$ cat src/rtl/apb_xfer_ctrl.sv
// apb_xfer_ctrl: sequencing controller for the APB side of the bridge.
// Takes single read/write requests, decodes them onto one of three APB slave
// slots, drives the registered SETUP/ENABLE phases and returns a one-cycle
// response (read data or error). A new request may be accepted in the cycle
// that completes ENABLE, so back-to-back transfers run without an IDLE gap.
//
// Optional feature macro: APB_PREADY_EN
//   undefined : no pready port, ENABLE lasts exactly one cycle.
//   defined   : pready input added; ENABLE waits for pready and aborts with
//               an error response after TIMEOUT consecutive wait cycles.
`timescale 1ns/1ps

module apb_xfer_ctrl #(
  parameter logic [31:0] BASE_ADDR = 32'h8000_0000,
  parameter int          SLOT_LOG2 = 26,
  parameter int          CNT_W     = 16
`ifdef APB_PREADY_EN
  ,parameter int         TIMEOUT   = 16
`endif
) (
  input  logic             Hclk,
  input  logic             Hreset,
  input  logic             req_valid,
  input  logic             req_write,
  input  logic [31:0]      req_addr,
  input  logic [31:0]      req_wdata,
  output logic             req_ready,
  output logic             rsp_valid,
  output logic             rsp_err,
  output logic [31:0]      rsp_rdata,
  output logic             pwrite,
  output logic             penable,
  output logic [2:0]       psel,
  output logic [31:0]      paddr,
  output logic [31:0]      pwdata,
  input  logic [31:0]      prdata,
`ifdef APB_PREADY_EN
  input  logic             pready,
`endif
  output logic [CNT_W-1:0] xfer_count
);

  typedef enum logic [1:0] {
    IDLE   = 2'd0,
    SETUP  = 2'd1,
    ENABLE = 2'd2,
    ERR    = 2'd3
  } state_t;

  state_t state, state_next;

  // Next-cycle values for every registered output.
  logic             pwrite_next;
  logic             penable_next;
  logic [2:0]       psel_next;
  logic [31:0]      paddr_next;
  logic [31:0]      pwdata_next;
  logic             rsp_valid_next;
  logic             rsp_err_next;
  logic [31:0]      rsp_rdata_next;
  logic [CNT_W-1:0] count_next;

  // Address decode of the incoming request. The unsigned subtraction wraps
  // for addresses below the window, so the explicit >= test is what rejects
  // them; the slot test rejects everything past the third slot.
  logic [31:0] req_off;
  logic [31:0] req_slot;
  logic        req_hit;
  logic [2:0]  req_psel;
  logic        accept;
  logic        enable_done;
  logic        enable_abort;

  assign req_off  = req_addr - BASE_ADDR;
  assign req_slot = req_off >> SLOT_LOG2;
  assign req_hit  = (req_addr >= BASE_ADDR) && (req_slot < 32'd3);
  assign req_psel = 3'b001 << req_slot[1:0];

`ifdef APB_PREADY_EN
  localparam int WAIT_W = (TIMEOUT < 2) ? 1 : $clog2(TIMEOUT + 1);

  logic [WAIT_W-1:0] wait_cnt;

  // Counts consecutive not-ready ENABLE cycles; cleared in SETUP so every
  // transfer starts its ENABLE phase with a fresh budget.
  always_ff @(posedge Hclk) begin
    if (Hreset) begin
      wait_cnt <= '0;
    end else if (state == SETUP) begin
      wait_cnt <= '0;
    end else if ((state == ENABLE) && !pready) begin
      wait_cnt <= wait_cnt + 1'b1;
    end
  end

  assign enable_done  = pready;
  assign enable_abort = !pready && (wait_cnt == WAIT_W'(TIMEOUT - 1));
`else
  assign enable_done  = 1'b1;
  assign enable_abort = 1'b0;
`endif

  // Next-state and next-output logic. Registered outputs hold by default;
  // the response outputs default to idle because they are single-cycle pulses.
  // A request can be taken in IDLE or in the completing ENABLE cycle, and in
  // both cases the accept path overwrites whatever the state case decided.
  always_comb begin
    state_next     = state;
    pwrite_next    = pwrite;
    penable_next   = penable;
    psel_next      = psel;
    paddr_next     = paddr;
    pwdata_next    = pwdata;
    rsp_valid_next = 1'b0;
    rsp_err_next   = 1'b0;
    rsp_rdata_next = 32'd0;
    count_next     = xfer_count;
    req_ready      = 1'b0;
    accept         = 1'b0;

    case (state)
      IDLE: begin
        req_ready    = !Hreset;
        psel_next    = 3'b000;
        penable_next = 1'b0;
      end

      SETUP: begin
        penable_next = 1'b1;
        state_next   = ENABLE;
      end

      ENABLE: begin
        if (enable_done) begin
          req_ready      = !Hreset;
          rsp_valid_next = 1'b1;
          rsp_rdata_next = pwrite ? 32'd0 : prdata;
          count_next     = xfer_count + CNT_W'(1);
          psel_next      = 3'b000;
          penable_next   = 1'b0;
          state_next     = IDLE;
        end else if (enable_abort) begin
          rsp_valid_next = 1'b1;
          rsp_err_next   = 1'b1;
          psel_next      = 3'b000;
          penable_next   = 1'b0;
          state_next     = IDLE;
        end
      end

      ERR: begin
        rsp_valid_next = 1'b1;
        rsp_err_next   = 1'b1;
        psel_next      = 3'b000;
        penable_next   = 1'b0;
        state_next     = IDLE;
      end

      default: begin
        psel_next    = 3'b000;
        penable_next = 1'b0;
        state_next   = IDLE;
      end
    endcase

    accept = req_valid && req_ready;

    if (accept) begin
      if (req_hit) begin
        psel_next    = req_psel;
        penable_next = 1'b0;
        paddr_next   = req_addr;
        pwdata_next  = req_wdata;
        pwrite_next  = req_write;
        state_next   = SETUP;
      end else begin
        psel_next    = 3'b000;
        penable_next = 1'b0;
        state_next   = ERR;
      end
    end
  end

  // State register.
  always_ff @(posedge Hclk) begin
    if (Hreset) begin
      state <= IDLE;
    end else begin
      state <= state_next;
    end
  end

  // APB and response output registers; reset abandons any transfer in flight.
  always_ff @(posedge Hclk) begin
    if (Hreset) begin
      pwrite     <= 1'b0;
      penable    <= 1'b0;
      psel       <= 3'b000;
      paddr      <= 32'd0;
      pwdata     <= 32'd0;
      rsp_valid  <= 1'b0;
      rsp_err    <= 1'b0;
      rsp_rdata  <= 32'd0;
      xfer_count <= '0;
    end else begin
      pwrite     <= pwrite_next;
      penable    <= penable_next;
      psel       <= psel_next;
      paddr      <= paddr_next;
      pwdata     <= pwdata_next;
      rsp_valid  <= rsp_valid_next;
      rsp_err    <= rsp_err_next;
      rsp_rdata  <= rsp_rdata_next;
      xfer_count <= count_next;
    end
  end

endmodule
$ cat config.mk
export PLATFORM = sky130hd
export DESIGN_NAME = apb_xfer_ctrl
export DESIGN_NICKNAME = d
export VERILOG_FILES = /design/src/rtl/apb_xfer_ctrl.sv
export SDC_FILE = /design/constraint.sdc
export NUM_CORES = 1
export LEC_CHECK = 0
export BUFFER_PORTS_ARGS = -buffer_cell sky130_fd_sc_hd__buf_2
export CAP_MARGIN = 25
export CORE_AREA = 2 2 134 71
export DETAILED_ROUTE_END_ITERATION = 10
export DIE_AREA = 0 0 136 73
export PLACE_DENSITY_LB_ADDON = 0.1
export RECOVER_POWER = 100
export SLEW_MARGIN = 20
export SYNTH_ARGS = -nofsm -noshare
export SYNTH_HDL_FRONTEND = slang
export SYNTH_SLANG_ARGS = --single-unit
$ cat constraint.sdc
create_clock -name Hclk -period 3.7 [get_ports Hclk]
set_input_delay 0.185 -clock Hclk [delete_from_list [all_inputs] [get_ports Hclk]]
set_output_delay 0.185 -clock Hclk [all_outputs]
set_load 0.02 [all_outputs]
==> results of run 1 <==
==> worst max-delay path: stages <==
cell,delay (ns)
sky130_fd_sc_hd__clkbuf_1,0.09
sky130_fd_sc_hd__clkbuf_2,0.92
sky130_fd_sc_hd__nor4b_1,0.58
sky130_fd_sc_hd__clkbuf_1,0.83
sky130_fd_sc_hd__and2_0,0.24
==> layout make-up <==
class / instances / area (um^2)
clock buffer: 24 / 512
clock inverter: 7 / 113
tap: 121 / 151
inverter: 3 / 11.3
timing repair buffer: 255 / 1310
sequential: 121 / 2420
fill: 796 / 2900
multi-input combinational: 302 / 1520
==> power by group through the flow <==
| stage | clock network [mW] | registers, mW | logic [mW] |
|---|---|---|---|
| finish | 1.72 | 1.33 | 0.167 |
| CTS | 1.74 | 1.33 | 0.171 |
| detailed placement | 0 | 1.36 | 0.145 |
| global route | 1.80 | 1.33 | 0.180 |
| global placement | 0 | 1.36 | 0.144 |
| floorplan | 0 | 1.38 | 0.0435 |
==> cells in the final DEF (no fill, tap or decap), types with 5 or more instances in the layout <==
| cell type | instances |
|---|---|
| sky130_fd_sc_hd__dlygate4sd3_1 | 32 |
| sky130_fd_sc_hd__dfxtp_1 | 121 |
| sky130_fd_sc_hd__clkbuf_16 | 17 |
| sky130_fd_sc_hd__clkbuf_8 | 6 |
| sky130_fd_sc_hd__a21oi_1 | 69 |
| sky130_fd_sc_hd__or3_1 | 5 |
| sky130_fd_sc_hd__and2_1 | 20 |
| sky130_fd_sc_hd__clkbuf_1 | 123 |
| sky130_fd_sc_hd__xor2_1 | 6 |
| sky130_fd_sc_hd__nand2_1 | 131 |
| sky130_fd_sc_hd__and2_0 | 13 |
| sky130_fd_sc_hd__nor2_1 | 15 |
| sky130_fd_sc_hd__buf_2 | 98 |
==> registers in the layout, summed over array words and instances (netlist names) <==
| register | flops |
|---|---|
| psel | 3 |
| pwdata | 32 |
| xfer_count | 16 |
| rsp_rdata | 32 |
| pwrite | 1 |
| rsp_err | 1 |
| paddr | 32 |
| rsp_valid | 1 |
| state | 2 |
| penable | 1 |
==> repair_timing <==
action / CTS / global route
buffers inserted: 0 / 0
endpoints found under the hold margin: 31 / 1
hold buffers: 31 / 1
==> worst max-delay path by stage <==
stage / to / cells past startpoint / slack, ns / startpoint
floorplan: xfer_count[13]$_SDFFE_PP0N_ / 4 / 1.98 / xfer_count[3]$_SDFFE_PP0N_
global placement: psel[0]$_SDFFE_PP0P_ / 4 / 1.47 / state[0]$_SDFFE_PP0P_
detailed placement: psel[0]$_SDFFE_PP0P_ / 4 / 1.45 / state[0]$_SDFFE_PP0P_
CTS: psel[0]$_SDFFE_PP0P_ / 4 / 1.44 / state[0]$_SDFFE_PP0P_
global route: rsp_rdata[4]$_SDFF_PP0_ / 5 / 0.92 / Hreset
finish: rsp_rdata[31]$_SDFF_PP0_ / 5 / 1.17 / Hreset
==> cells by family after synthesis <==
family | count (synthesis) | synth area share [%]
flip-flops | 121 | 59.5
multiplexers | 1 | 0.246
AO/OA/AOI/OAI | 78 | 10.2
adder cells (fa/ha/maj) | 1 | 0.307
buffers and inverters | 30 | 3.38
XOR/XNOR | 10 | 2.15
AND/OR/NAND/NOR | 212 | 24.3
==> routing by layer <==
layer  wire [um]  vias up  global-route usage (%)
li1            -     1973                       -
met1        4940     1750                    26.3
met2        5390      154                    35.2
met3         949       18                    7.99
met4         193        0                    9.49
met5           0        -                       0
==> flow_summary.ini, run 1 <==
[hold_path]
min_path_type = in -> reg
min_path_cells = 3
min-delay-start = req_addr[25]
holdPathEnd = paddr[25]$_SDFFE_PP0P_

[floorplan]
coreArea_um2 = 8950
dieWidth_um = 136
placement_rows = 25
initial_core_util_pct = 45.5
top_level_ports = 220
die_area_um2 = 9930
die_span_in_y_um = 73

[routing]
detailed_route_vias_per_instance = 4.68
total_routed_length_mm = 11.5
num_vias = 3895
detail_route.wl_per_cell_um = 13.8
detail_route.first_pass.iterations = 5
final_antenna_net_count = 0
drt_iter0_drc = 187
drc_errors = 0

[logic_synthesis]
largest_area_contributor_in_the_netlist = sky130_fd_sc_hd__dfxtp_1
netlist_area_um2 = 4070
postSynthAreaPerCell_um2 = 8.99
netlist_instances = 453
commonest_cells_in_the_synthesized_netlist = 131 x sky130_fd_sc_hd__nand2_1, 121 x sky130_fd_sc_hd__dfxtp_1, 69 x sky130_fd_sc_hd__a21oi_1, 33 x sky130_fd_sc_hd__and2_1, 19 x sky130_fd_sc_hd__clkbuf_1
netlist_top_cells_area = sky130_fd_sc_hd__dfxtp_1 59%, sky130_fd_sc_hd__nand2_1 12%, sky130_fd_sc_hd__a21oi_1 8.5%
synth.net_count = 554
sequential_area_share_after_synthesis_pct = 59.5
yosys_warnings = 0
synth.ff_latch_count = 121
synth_async_sr_flop_share_pct = 0
synth_ff_type = sky130_fd_sc_hd__dfxtp_1
synth-edff-count = 0
yosysMostFrequentCell = sky130_fd_sc_hd__nand2_1
yosysTopAreaCellShare_pct = 59.5
yosysUniqueCellTypes = 38

[layout]
finish.instance_area_um2 = 6040
layout-area-overhead-vs-synth_pct = 48.3
antenna_cells = 0
fin_nets = 801
layout.cells.non_filler = 833
fraction_of_layout_instances_using_a_drive_strength_above_1_pct = 18.8
post-route-util_pct = 67.5

[clocking]
cts.clk_slew.worst_paths_ns = 0.05
cts_repair_resize_count = 0
clock_tree_buf_depth = 2
root_buffer_selected_by_cts = sky130_fd_sc_hd__clkbuf_16
tritoncts = built
clkSinkCount = 121
h-tree-depth = 4
worstSkewPairLatency_ns = 0.40
tritoncts.num_buffers = 17

[power_and_ir_drop]
power.share.switching_pct = 20.3
net-switching-power_mw = 0.652
max-vdd-ir-drop_v = 0.000366
powerDensity_nw_per_um2 = 532
share_comb_of_total_power_pct = 5.2
sequentialPowerShare_pct = 41.4
power.leakage_nw = 2.32
internal_power_mw = 2.57
total_power_mw = 3.22
clockPowerShare_pct = 53.4

[timing]
achievable-frequency_mhz = 396
finalWorstPathRequiredPeriod_ns = 2.53
final_critical_path_setup_slack_ns = 1.17
hold_viol_final = 0
setup_repair_after_global_routing_missed_its_margin = no
max_slew.worst_pin.slew_ns = 1.79
relSlewSlack_pct = -19.6
finalSetupViolCount = 0
number_of_slew_limit_violations_in_the_final_report = 90
final.period_utilization_pct = 68.3
skew_ns = 0.00585
finalHoldWorstSlack_ns = 0.0243
fin_setup_tns_ns = 0

[placed_design]
post_dp_cell_area_um2 = 5250
port_buffers = 219
dp_hpwl_mm = 7.50
pre_cts_slack_ns = 1.45
finalWeightedCongestion = 0.726
place.detailed.instances = 769

[grt]
grt_start_max_net_pins = 90
grt_remaining_overflow = 0
grt_use_total_pct = 21.8
initial_antenna_violation_count = 0
via_count_of_the_first_global_routing_pass = 3471
wire_length_of_the_first_global_routing_pass_mm = 16.6

[run]
drv.max_cap_violation_count = 1

[critical_path]
critical_path.reg2reg.endpoint = psel[2]$_SDFFE_PP0P_
cp_data_arrival_time_ns = 2.86
cp_data_required_time_ns = 4.03
timing.setup.critical_path_class = in -> reg
regToRegSetupSlack_ns = 1.45
cp-start-kind = input pin
reg2reg_depth = 5
launch_instance_of_the_worst_register_to_register_path = state[0]$_SDFFE_PP0P_
critical_path.max_fanout = 89
critPathCaptureType = flip-flop

[run_status]
run_status = finished with violations
failed_checks = capacitance limit, slew limit
(Power assumes the default switching activity.)
==> run 2, diff against run 1 <==
CORE_AREA = 2 2 140 74   (was 2 2 134 71)
DIE_AREA = 0 0 142 76   (was 0 0 136 73)
clock period = 2.55 ns   (was 3.7 ns; I/O delays follow)
==> flow_summary.ini, run 2 (same netlist as run 1, synthesis figures left out) <==
[placed_design]
port_buffers = 219
finalWeightedCongestion = 0.772
dp_hpwl_mm = 7.37

[layout]
layout-area-overhead-vs-synth_pct = 61.9
final_cell_mix = 131 x sky130_fd_sc_hd__nand2_1, 123 x sky130_fd_sc_hd__clkbuf_1, 121 x sky130_fd_sc_hd__dfxtp_1, 98 x sky130_fd_sc_hd__buf_2, 91 x sky130_fd_sc_hd__dlygate4sd3_1
fin_nets = 862
fraction_of_layout_instances_using_a_drive_strength_above_1_pct = 17.8
multiInputGateArea_um2 = 1520
layout.cells.most_common = sky130_fd_sc_hd__nand2_1
antenna_cells = 0
largest_registers = paddr (32), pwdata (32), rsp_rdata (32)
post-route-util_pct = 67.8
num-fill-cells = 829
register_area_um2 = 2420

[timing]
final.period_utilization_pct = 83.7
max_slew.worst_pin.slew_ns = 1.78
skew_ns = 0.00454
hold_viol_final = 0
number_of_slew_limit_violations_in_the_final_report = 90
setup_repair_after_global_routing_missed_its_margin = no
fin_setup_tns_ns = 0
finalWorstPathRequiredPeriod_ns = 2.13
relSlewSlack_pct = -18.7
achievable-frequency_mhz = 469
finalSetupViolCount = 0

[clocking]
h-tree-depth = 4
worstSkewPairLatency_ns = 0.40
cts_repair_resize_count = 0
cts.clk_slew.worst_paths_ns = 0.05
clkSinkCount = 121
tritoncts.num_buffers = 17
tritoncts = built
root_buffer_selected_by_cts = sky130_fd_sc_hd__clkbuf_16
clock_tree_buf_depth = 2

[critical_path]
critPathCaptureType = flip-flop
timing.setup.critical_path_class = reg -> reg
reg2reg_depth = 6
timing.critical_path.to = pwdata[25]$_SDFFE_PP0P_
cp-start-kind = flip-flop
regToRegSetupSlack_ns = 0.42
critical_path.reg2reg.endpoint = pwdata[25]$_SDFFE_PP0P_
launch_instance_of_the_worst_register_to_register_path = state[0]$_SDFFE_PP0P_
critical_path.max_fanout = 32
cp_data_arrival_time_ns = 2.43
cp_data_required_time_ns = 2.85
startpoint = state[0]$_SDFFE_PP0P_

[routing]
drc_errors = 0
detail_route.first_pass.iterations = 4
num_vias = 4179
detail_route.wl_per_cell_um = 13.8
detailed_route_vias_per_instance = 4.64
drt_iter0_drc = 151
total_routed_length_mm = 12.4
final_antenna_net_count = 0

[grt]
via_count_of_the_first_global_routing_pass = 3998
grt_start_max_net_pins = 90
initial_antenna_violation_count = 0
grt_remaining_overflow = 0
wire_length_of_the_first_global_routing_pass_mm = 19.6
grt_use_total_pct = 22.9

[floorplan]
die_area_um2 = 10800
coreArea_um2 = 9730
top_level_ports = 220
placement_rows = 26
initial_core_util_pct = 41.9
die_span_in_y_um = 76
dieWidth_um = 142

[run_status]
run_status = finished with violations
failed_checks = capacitance limit, slew limit

[hold_path]
min-delay-start = req_addr[27]
min_path_type = in -> reg

[power_and_ir_drop]
max-vdd-ir-drop_v = 0.000513
powerDensity_nw_per_um2 = 702
power.leakage_nw = 2.54

[run]
drv.max_cap_violation_count = 1
[run 2: cell types whose count changed in the layout (fill, tap and decap cells not counted), sizes merged]
cell / previous run / this run
buf: 100 / 102
clkbuf: 147 / 142
clkinv: 3 / 6
clkinvlp: 1 / 4
dlygate4sd3: 32 / 91
[run 2: how the worst min path moves through the flow]
stage               slack [ns]                       end  cells after the start
floorplan                 0.25   rsp_rdata[0]$_SDFF_PP0_                      1
global placement          0.33  rsp_rdata[10]$_SDFF_PP0_                      2
detailed placement        0.33   rsp_rdata[7]$_SDFF_PP0_                      2
CTS                       0.02    paddr[27]$_SDFFE_PP0P_                      3
global route              0.06    paddr[27]$_SDFFE_PP0P_                      3
finish                    0.04    paddr[27]$_SDFFE_PP0P_                      3
[run 2: routing by layer]
| metal | routed length (um) | global-route usage [%] | vias to the layer above |
|---|---|---|---|
| li1 | - | - | 2096 |
| met1 | 5500 | 27.9 | 1927 |
| met2 | 5870 | 37.3 | 141 |
| met3 | 885 | 7.98 | 15 |
| met4 | 172 | 9.00 | 0 |
| met5 | 0 | 0 | - |
[run 2: stage by stage]
stage	instance area, um^2	power, mW	hold slack (ns)	instances	setup slack (ns)
final	6590	4.63	0.0374	900	0.416
after global routing	6590	4.79	0.0612	900	0.265
after CTS	6760	4.67	0.0200	900	0.625
after detailed placement	5260	2.19	0.330	777	0.636
after global placement	5260	2.18	0.326	777	0.661
after floorplan	4070	2.07	0.249	453	0.831
[run 2: what timing repair did]
item / CTS / global route
hold endpoints to repair: 91 / 0
hold buffers: 91 / 0
buffers inserted: 0 / 0
[run 2: area by class of cell]
| cell class | instances | share of cell area, % |
|---|---|---|
| Tap cell | 126 | 2.39 |
| Multi-Input combinational cell | 302 | 23.1 |
| Clock buffer | 19 | 6.57 |
| Sequential cell | 121 | 36.7 |
| Timing Repair Buffer | 316 | 28.7 |
| Clock inverter | 13 | 2.33 |
| Inverter | 3 | 0.171 |
[run 2: worst max-delay path, cell delays in order, from the launching register on]
cell and delay [ns]:
sky130_fd_sc_hd__dfxtp_1 0.29, sky130_fd_sc_hd__buf_4 0.15, sky130_fd_sc_hd__or3b_1 0.47, sky130_fd_sc_hd__a211oi_4 0.25, sky130_fd_sc_hd__clkbuf_2 0.56, sky130_fd_sc_hd__nand2_1 0.15, sky130_fd_sc_hd__a21oi_1 0.14
[run 2: where the power goes]
group	switching, mW	internal, mW	leakage, nW	total, mW
clock	0.849	1.53	0.279	2.38
combinational	0.140	0.178	1.29	0.319
sequential	0.0129	1.92	0.978	1.93
==> run 3, diff against run 2 <==
CORE_AREA = 2 2 146 77   (was 2 2 140 74)
DIE_AREA = 0 0 148 79   (was 0 0 142 76)
clock period = 1.89 ns   (was 2.55 ns; I/O delays follow)
==> flow_summary.ini, run 3 (same netlist as run 1, synthesis figures left out) <==
[run_status]
run_status = completed

[critical_path]
critPathCaptureType = flip-flop
cp_data_arrival_time_ns = 2.01
cp-start-kind = flip-flop
timing.setup.critical_path_class = reg -> reg
critical_path.max_fanout = 61
crit_path_leading_delay_family = simple AND/OR/NAND/NOR gates
cp_slowest_cell = sky130_fd_sc_hd__or3b_1
cp.buffers_inverters = 1
crit_path_max_cell_delay_ns = 0.46
cp_cell_sequence = or3b_1 -> a211o_2 -> buf_6 -> nand2_1 -> a21oi_1
cp_data_required_time_ns = 2.14
regToRegSetupSlack_ns = 0.13

[grt]
via_count_of_the_first_global_routing_pass = 3985
grt_use_total_pct = 20.7
grt_remaining_overflow = 0
grt_start_max_net_pins = 89
initial_antenna_violation_count = 0
wire_length_of_the_first_global_routing_pass_mm = 19.0

[floorplan]
top_level_ports = 220
initial_core_util_pct = 38.7
dieWidth_um = 148
placement_rows = 27
die_area_um2 = 11700
die_span_in_y_um = 79
coreArea_um2 = 10500

[routing]
detail_route.wl_per_cell_um = 13.5
drt_iter0_drc = 136
final_antenna_net_count = 0
detail_route.first_pass.iterations = 4
highest_layer = met4
met2_length_mm = 5.81
total_routed_length_mm = 12.5
met3_wirelength_um = 835
drc_errors = 0
detailed_route_vias_per_instance = 4.57
num_vias = 4219
wirelength_met1_mm = 5.60

[layout]
fin_nets = 866
num-fill-cells = 942
post-route-util_pct = 63.7
fraction_of_layout_instances_using_a_drive_strength_above_1_pct = 18.3
antenna_cells = 0
finish.instance_area_um2 = 6710
final_cell_mix = 131 x sky130_fd_sc_hd__nand2_1, 122 x sky130_fd_sc_hd__clkbuf_1, 121 x sky130_fd_sc_hd__dfxtp_1, 98 x sky130_fd_sc_hd__buf_2, 92 x sky130_fd_sc_hd__dlygate4sd3_1
layout-area-overhead-vs-synth_pct = 64.8
layout.cells.most_common = sky130_fd_sc_hd__nand2_1
largest_registers = paddr (32), pwdata (32), rsp_rdata (32)

[timing]
finalWorstPathRequiredPeriod_ns = 1.76
relSlewSlack_pct = 39.8
achievable-frequency_mhz = 568
setup_repair_after_global_routing_missed_its_margin = no
final_critical_path_setup_slack_ns = 0.129
skew_ns = 0.00508
number_of_slew_limit_violations_in_the_final_report = 0
finalSetupViolCount = 0
final.period_utilization_pct = 93.2
max_slew.worst_pin.slew_ns = 0.903
hold_viol_final = 0
fin_setup_tns_ns = 0

[clocking]
h-tree-depth = 4
tritoncts.num_buffers = 17
cts.clk_slew.worst_paths_ns = 0.06
worstSkewPairLatency_ns = 0.41
clock_tree_buf_depth = 2
root_buffer_selected_by_cts = sky130_fd_sc_hd__clkbuf_16
tritoncts = built
cts_repair_resize_count = 0
post-cts-setup-buffers = 0
clkSinkCount = 121

[placed_design]
post_dp_cell_area_um2 = 5350
pre_cts_slack_ns = 0.198
dp_hpwl_mm = 7.86
port_buffers = 219
finalWeightedCongestion = 0.711

[power_and_ir_drop]
power.leakage_nw = 2.59
powerDensity_nw_per_um2 = 949
max-vdd-ir-drop_v = 0.000621

[run]
drv.max_cap_violation_count = 0

[hold_path]
min_path_type = in -> reg
## run 3: path summary, 6_finish.rpt
kind	depth (start not counted)	start	to
worst max-delay path	5	state[0]$_SDFFE_PP0P_	pwdata[9]$_SDFFE_PP0P_
worst min register to register	2	pwdata[11]$_SDFFE_PP0P_	pwdata[11]$_SDFFE_PP0P_
worst max register to register	5	state[0]$_SDFFE_PP0P_	pwdata[9]$_SDFFE_PP0P_
worst min-delay path	3	req_addr[26]	paddr[26]$_SDFFE_PP0P_
## run 3: worst min-delay path, cell delays in order
cell and delay, ns:
sky130_fd_sc_hd__buf_2 0.14, sky130_fd_sc_hd__nand2_1 0.09, sky130_fd_sc_hd__a21oi_1 0.06
## run 3: where the power goes
group | total, mW | switching, mW | internal (mW)
registers | 2.61 | 0.0163 | 2.59
clock network | 3.33 | 1.18 | 2.15
logic | 0.433 | 0.190 | 0.243
total | 6.37 | 1.38 | 4.99
## run 3: stage by stage
stage	cells	hold slack (ns)	power, mW
final	923	0.0321	6.37
after global routing	923	0.0436	6.60
after CTS	923	0.0222	6.45
after detailed placement	799	0.296	2.95
after global placement	799	0.294	2.95
after floorplan	453	0.216	2.79
## run 3: final cells by class
cell class                      instances  area (um^2)  share of cell area [%]
Clock buffer                           19          453                    6.75
Timing Repair Buffer                  320         1960                    29.1
Tap cell                              145          181                    2.70
Inverter                                3         11.3                   0.168
Sequential cell                       121         2420                    36.1
Multi-Input combinational cell        302         1520                    22.6
Clock inverter                         13          169                    2.52
## run 3: timing repair
action | in CTS | in global routing
hold buffers | 92 | 0
hold endpoints to repair | 92 | 0
endpoints found under the setup margin | 0 | 0
## run 3: per-layer routing
metal / vias to the layer above / global-route usage (%)
li1: 2108 / -
met4: 0 / 8.48
met2: 152 / 34.3
met3: 23 / 7.01
met1: 1936 / 24.9
met5: - / 0
